$ cat config.mk
export PLATFORM = sky130hd
export DESIGN_NAME = seven_seg_mux
export DESIGN_NICKNAME = d
export VERILOG_FILES = /design/src/rtl/seven_seg_mux.sv
export SDC_FILE = /design/constraint.sdc
export NUM_CORES = 1
export LEC_CHECK = 0
export BUFFER_PORTS_ARGS = -buffer_cell sky130_fd_sc_hd__buf_2
export CAP_MARGIN = 20
export CORE_MARGIN = 2
export CORE_UTILIZATION = 45
export DETAILED_ROUTE_END_ITERATION = 8
export PLACE_DENSITY_LB_ADDON = 0.1
export SYNTH_ARGS = -nofsm -noshare
export SYNTH_HDL_FRONTEND = slang
export SYNTH_SLANG_ARGS = --single-unit
$ cat constraint.sdc
create_clock -name clk -period 3 [get_ports clk]
set_clock_uncertainty 0.05 [all_clocks]
set_input_delay 0 -clock clk [delete_from_list [all_inputs] [get_ports clk]]
set_output_delay 0 -clock clk [all_outputs]
set_load 0.1 [all_outputs]
$ cat src/rtl/seven_seg_mux.sv
// seven_seg_mux: time-multiplexed common-anode seven-segment driver
// with tear-free frame-boundary commit, decimal points, LZ blanking, blink.
module seven_seg_mux #(
    parameter int DIGITS       = 4,
    parameter int REFRESH_DIV  = 100000,
    parameter int BLINK_FRAMES = 64
) (
    input  logic                  clk,
    input  logic                  reset,
    input  logic [4*DIGITS-1:0]   value,
    input  logic [DIGITS-1:0]     dp_in,
    input  logic                  blank_lz,
    input  logic [DIGITS-1:0]     blink_mask,
    input  logic                  load,
    output logic                  pending,
    output logic [DIGITS-1:0]     an,
    output logic [6:0]            seg,
    output logic                  dp
);

    localparam int PW = (REFRESH_DIV > 1) ? $clog2(REFRESH_DIV) : 1;
    localparam int IW = (DIGITS > 1) ? $clog2(DIGITS) : 1;
    localparam int FW = (BLINK_FRAMES > 1) ? $clog2(BLINK_FRAMES) : 1;

    localparam logic [PW-1:0] PMAX = PW'(REFRESH_DIV - 1);
    localparam logic [IW-1:0] IMAX = IW'(DIGITS - 1);
    localparam logic [FW-1:0] FMAX = FW'(BLINK_FRAMES - 1);

    logic [PW-1:0]         presc;
    logic [IW-1:0]         idx;
    logic [FW-1:0]         frame_cnt;
    logic                  blink_phase;

    logic [4*DIGITS-1:0]   st_value;
    logic [DIGITS-1:0]     st_dp;
    logic                  st_blz;
    logic [DIGITS-1:0]     st_bmask;

    logic [4*DIGITS-1:0]   sh_value;
    logic [DIGITS-1:0]     sh_dp;
    logic                  sh_blz;
    logic [DIGITS-1:0]     sh_bmask;

    logic                  tick;
    logic                  boundary;
    logic [3:0]            nib;
    logic [DIGITS-1:0]     lz_vec;
    logic                  blank;
    logic [DIGITS-1:0]     an_d;
    logic [6:0]            seg_d;
    logic                  dp_d;

    function automatic logic [6:0] decode(input logic [3:0] n);
        logic [6:0] s;
        case (n)
            4'h0:    s = 7'b1000000;
            4'h1:    s = 7'b1111001;
            4'h2:    s = 7'b0100100;
            4'h3:    s = 7'b0110000;
            4'h4:    s = 7'b0011001;
            4'h5:    s = 7'b0010010;
            4'h6:    s = 7'b0000010;
            4'h7:    s = 7'b1111000;
            4'h8:    s = 7'b0000000;
            4'h9:    s = 7'b0011000;
            4'hA:    s = 7'b0001000;
            4'hB:    s = 7'b0000011;
            4'hC:    s = 7'b1000110;
            4'hD:    s = 7'b0100001;
            4'hE:    s = 7'b0000110;
            default: s = 7'b0001110;
        endcase
        return s;
    endfunction

    assign tick     = (presc == PMAX);
    assign boundary = tick && (idx == IMAX);

    // lz_vec[i] set when nibbles i..DIGITS-1 are all zero; digit 0 exempt
    always_comb begin
        logic run;
        run    = 1'b1;
        lz_vec = '0;
        for (int i = DIGITS - 1; i >= 0; i--) begin
            run       = run && (sh_value[4*i +: 4] == 4'h0);
            lz_vec[i] = run && (i != 0);
        end
    end

    always_comb begin
        nib   = sh_value[{idx, 2'b00} +: 4];
        blank = (sh_blz && lz_vec[idx]) ||
                (sh_bmask[idx] && blink_phase);
        an_d  = '1;
        seg_d = 7'b1111111;
        dp_d  = 1'b1;
        if (!blank) begin
            an_d  = ~(DIGITS'(1) << idx);
            seg_d = decode(nib);
            dp_d  = ~sh_dp[idx];
        end
    end

    always_ff @(posedge clk) begin
        if (reset) begin
            presc       <= '0;
            idx         <= '0;
            frame_cnt   <= '0;
            blink_phase <= 1'b0;
            st_value    <= '0;
            st_dp       <= '0;
            st_blz      <= 1'b0;
            st_bmask    <= '0;
            sh_value    <= '0;
            sh_dp       <= '0;
            sh_blz      <= 1'b0;
            sh_bmask    <= '0;
            pending     <= 1'b0;
            an          <= '1;
            seg         <= 7'b1111111;
            dp          <= 1'b1;
        end else begin
            presc <= tick ? '0 : presc + 1'b1;
            if (tick)
                idx <= (idx == IMAX) ? '0 : idx + 1'b1;

            if (boundary) begin
                if (frame_cnt == FMAX) begin
                    frame_cnt   <= '0;
                    blink_phase <= ~blink_phase;
                end else begin
                    frame_cnt <= frame_cnt + 1'b1;
                end
            end

            // shadow takes pre-edge staging, so a coincident load stays pending
            if (boundary && pending) begin
                sh_value <= st_value;
                sh_dp    <= st_dp;
                sh_blz   <= st_blz;
                sh_bmask <= st_bmask;
            end

            if (load) begin
                st_value <= value;
                st_dp    <= dp_in;
                st_blz   <= blank_lz;
                st_bmask <= blink_mask;
            end

            if (load)
                pending <= 1'b1;
            else if (boundary)
                pending <= 1'b0;

            an  <= an_d;
            seg <= seg_d;
            dp  <= dp_d;
        end
    end

endmodule

==> flow_summary.json <==
{
  "worstMarginPinSlew_ns": 0.807,
  "grt_setup_unrepaired": "false",
  "yosys.area.top_type": "dfxtp_1",
  "ys_async_sr_fraction_pct": 0,
  "clock-sinks": 89,
  "ir_drop_uv": 245,
  "synth_nets": 444,
  "yosys_warnings": 0,
  "synth-edff-count": 0,
  "drt_iter0_markers": 95,
  "postCtsSetupRepairBufs": 0,
  "rr_startpoint": "idx[1]$_SDFFE_PP0N_",
  "yosys-top-cells-area": "dfxtp_1 (48%), nand2_1 (7.5%), mux2i_1 (7.3%), nor2_1 (5.1%), a21oi_1 (4.8%)",
  "timing.setup.tns_ns": 0,
  "start_kind": "flip-flop",
  "grt.busiest_layer": "met1",
  "power_density_nw_per_um2": 483,
  "ios": 41,
  "insertion_delay_ns": 0.36,
  "grt_pass1_vias": 2661,
  "min_from": "reset",
  "synth_cell_type_count": 45,
  "grt_use_total_pct": 17.8,
  "synth.avg_cell_area_um2": 9.18,
  "drv_slew": 0,
  "r2r_slack_ns": 0.87,
  "grt_max_degree": 44,
  "wl_per_cell_um": 12.5,
  "cap_violations": 0,
  "syn_inst": 405,
  "use_met2_pct": 25.4,
  "worstSetupStartpoint": "idx[1]$_SDFFE_PP0N_",
  "cts_made_buffers": 9,
  "area_growth_pct": 19.2,
  "path_clk_slew_ns": 0.08,
  "netlist.area_leader.share_pct": 47.9,
  "max_freq_mhz": 469,
  "synth-seq-cells": 89,
  "critPathMaxFanout": 10,
  "io_buffers": 40,
  "cp-end-kind": "flip-flop",
  "worstPathArrival_ns": 2.32,
  "diodes": 0,
  "relSlewSlack_pct": 46.2,
  "core_um2": 8090,
  "violations": "negative hold slack",
  "pre_cts_slack_ns": 0.900,
  "cts_tree": "yes",
  "setup_viol": 0,
  "fin_nets": 505,
  "htree_levels": 3,
  "syn_area_um2": 3720,
  "timing.final.crit_share_pct": 71.0,
  "cts_max_path_buffers": 2,
  "rows": 33,
  "synth_common_cells": "dfxtp_1 (89), nand2_1 (74), nor2_1 (51)",
  "dp_hpwl_mm": 4.69,
  "yosysSeqAreaShare_pct": 47.9,
  "worstPathRequired_ns": 3.19,
  "status": "complete, but fails checks",
  "grt-ovfl-total": 0,
  "grtUsageMet3_pct": 3.11,
  "gp_congestion": 0.738,
  "die-area_um2": 9000,
  "holdCritPathClass": "in2reg",
  "post-synth-top-count-cell": "dfxtp_1",
  "min_period_ns": 2.13,
  "drive_gt1_share_pct": 15.9,
  "vias": 2856,
  "die_h_um": 94.9,
  "p_leak_uw": 0.00170,
  "fin_ws_ns": 0.869,
  "hold_depth": 2,
  "grt_antenna_before_repair": 0,
  "ys.flop_type": "dfxtp_1",
  "via_per_inst": 4.96,
  "critPathKind": "reg2reg",
  "root_buffer": "clkbuf_8",
  "drc": 0,
  "reg2reg_depth": 6,
  "grt_pass1_wl_mm": 12.5,
  "hold_slack_ns": -0.00249,
  "antenna_left": 0,
  "die_x_um": 94.9,
  "fin_util_pct": 54.7,
  "initial_core_util_pct": 45.9,
  "wl_mm": 7.22,
  "hold_viol_final": 1,
  "dr.pass1.iters": 4,
  "use_met1_pct": 26.0
}
## path summary, 6_finish.rpt
path                         endpoint
min          st_bmask[3]$_SDFFE_PP0P_
max reg2reg         seg[3]$_SDFF_PP1_
max                 seg[3]$_SDFF_PP1_
min reg2reg       sh_blz$_SDFFE_PP0P_
## where the power goes
part | leakage, µW | internal (µW) | total [µW] | switching [µW]
registers | 0.000726 | 1210 | 1230 | 16.5
clock network | 0.0000867 | 347 | 746 | 399
logic | 0.000884 | 67.8 | 166 | 98.2
total | 0.00170 | 1620 | 2140 | 514
## cell families after synthesis
kind of cell,share of synthesized area (%)
and+or+nand+nor,21.2
DFF,47.9
AOI/OAI and AO/OA,8.04
muxes,11.5
buffers and inverters,3.84
xor gates and xnor gates,3.77
adders and majority gates,3.70
## critical path, stage by stage (launching register included)
cell and delay, ns:
dfxtp_1 0.59, mux4_2 0.36, inv_1 0.09, ha_1 0.36
mux2_2 0.36, o21ai_1 0.12, nand3_1 0.08
## registers in the layout (all words and copies together), names as in the netlist, 2 cells and up
register / count
an: 4
frame_cnt: 6
idx: 2
presc: 17
seg: 7
sh_bmask: 4
sh_dp: 4
sh_value: 16
st_bmask: 4
st_dp: 4
st_value: 16
## repair_timing
item	in CTS	in global routing
hold buffers	28	0
hold endpoints to repair	25	0
resized for setup	0	0
## cell type report
cell class,count,area (µm²)
fill,793,3660
multi-input combinational,284,1790
sequential,89,1780
timing repair buffer,72,510
clock buffer,14,163
tap,105,131
inverter,10,37.5
clock inverter,2,12.5
## per-layer routing
metal / up-vias / share of wire, %
met5: - / 0
met4: 0 / 1.8
met3: 13 / 3.2
met2: 51 / 41
met1: 1288 / 54
li1: 1504 / -
## cell usage in the layout, fill, tap and decap left out, drive strengths merged, types with 10 or more instances in the layout
cell,instances
a21oi,36
nor2,51
clkbuf,14
inv,10
xnor2,10
dlygate4sd3,28
buf,44
mux2i,27
nand3,13
dfxtp,89
ha,11
nand2,74
## metrics by stage
stage               total power (µW)  hold slack (ns)  cell area (µm²)  std cells
detailed placement              1390            0.193             3970        532
floorplan                       1350           0.0972             3720        405
global placement                1390            0.184             3970        532
finish                          2140         -0.00249             4430        576
global route                    2230           0.0379             4430        576
CTS                             2160          0.00139             4430        576
Power figures use the tool's default switching activity.
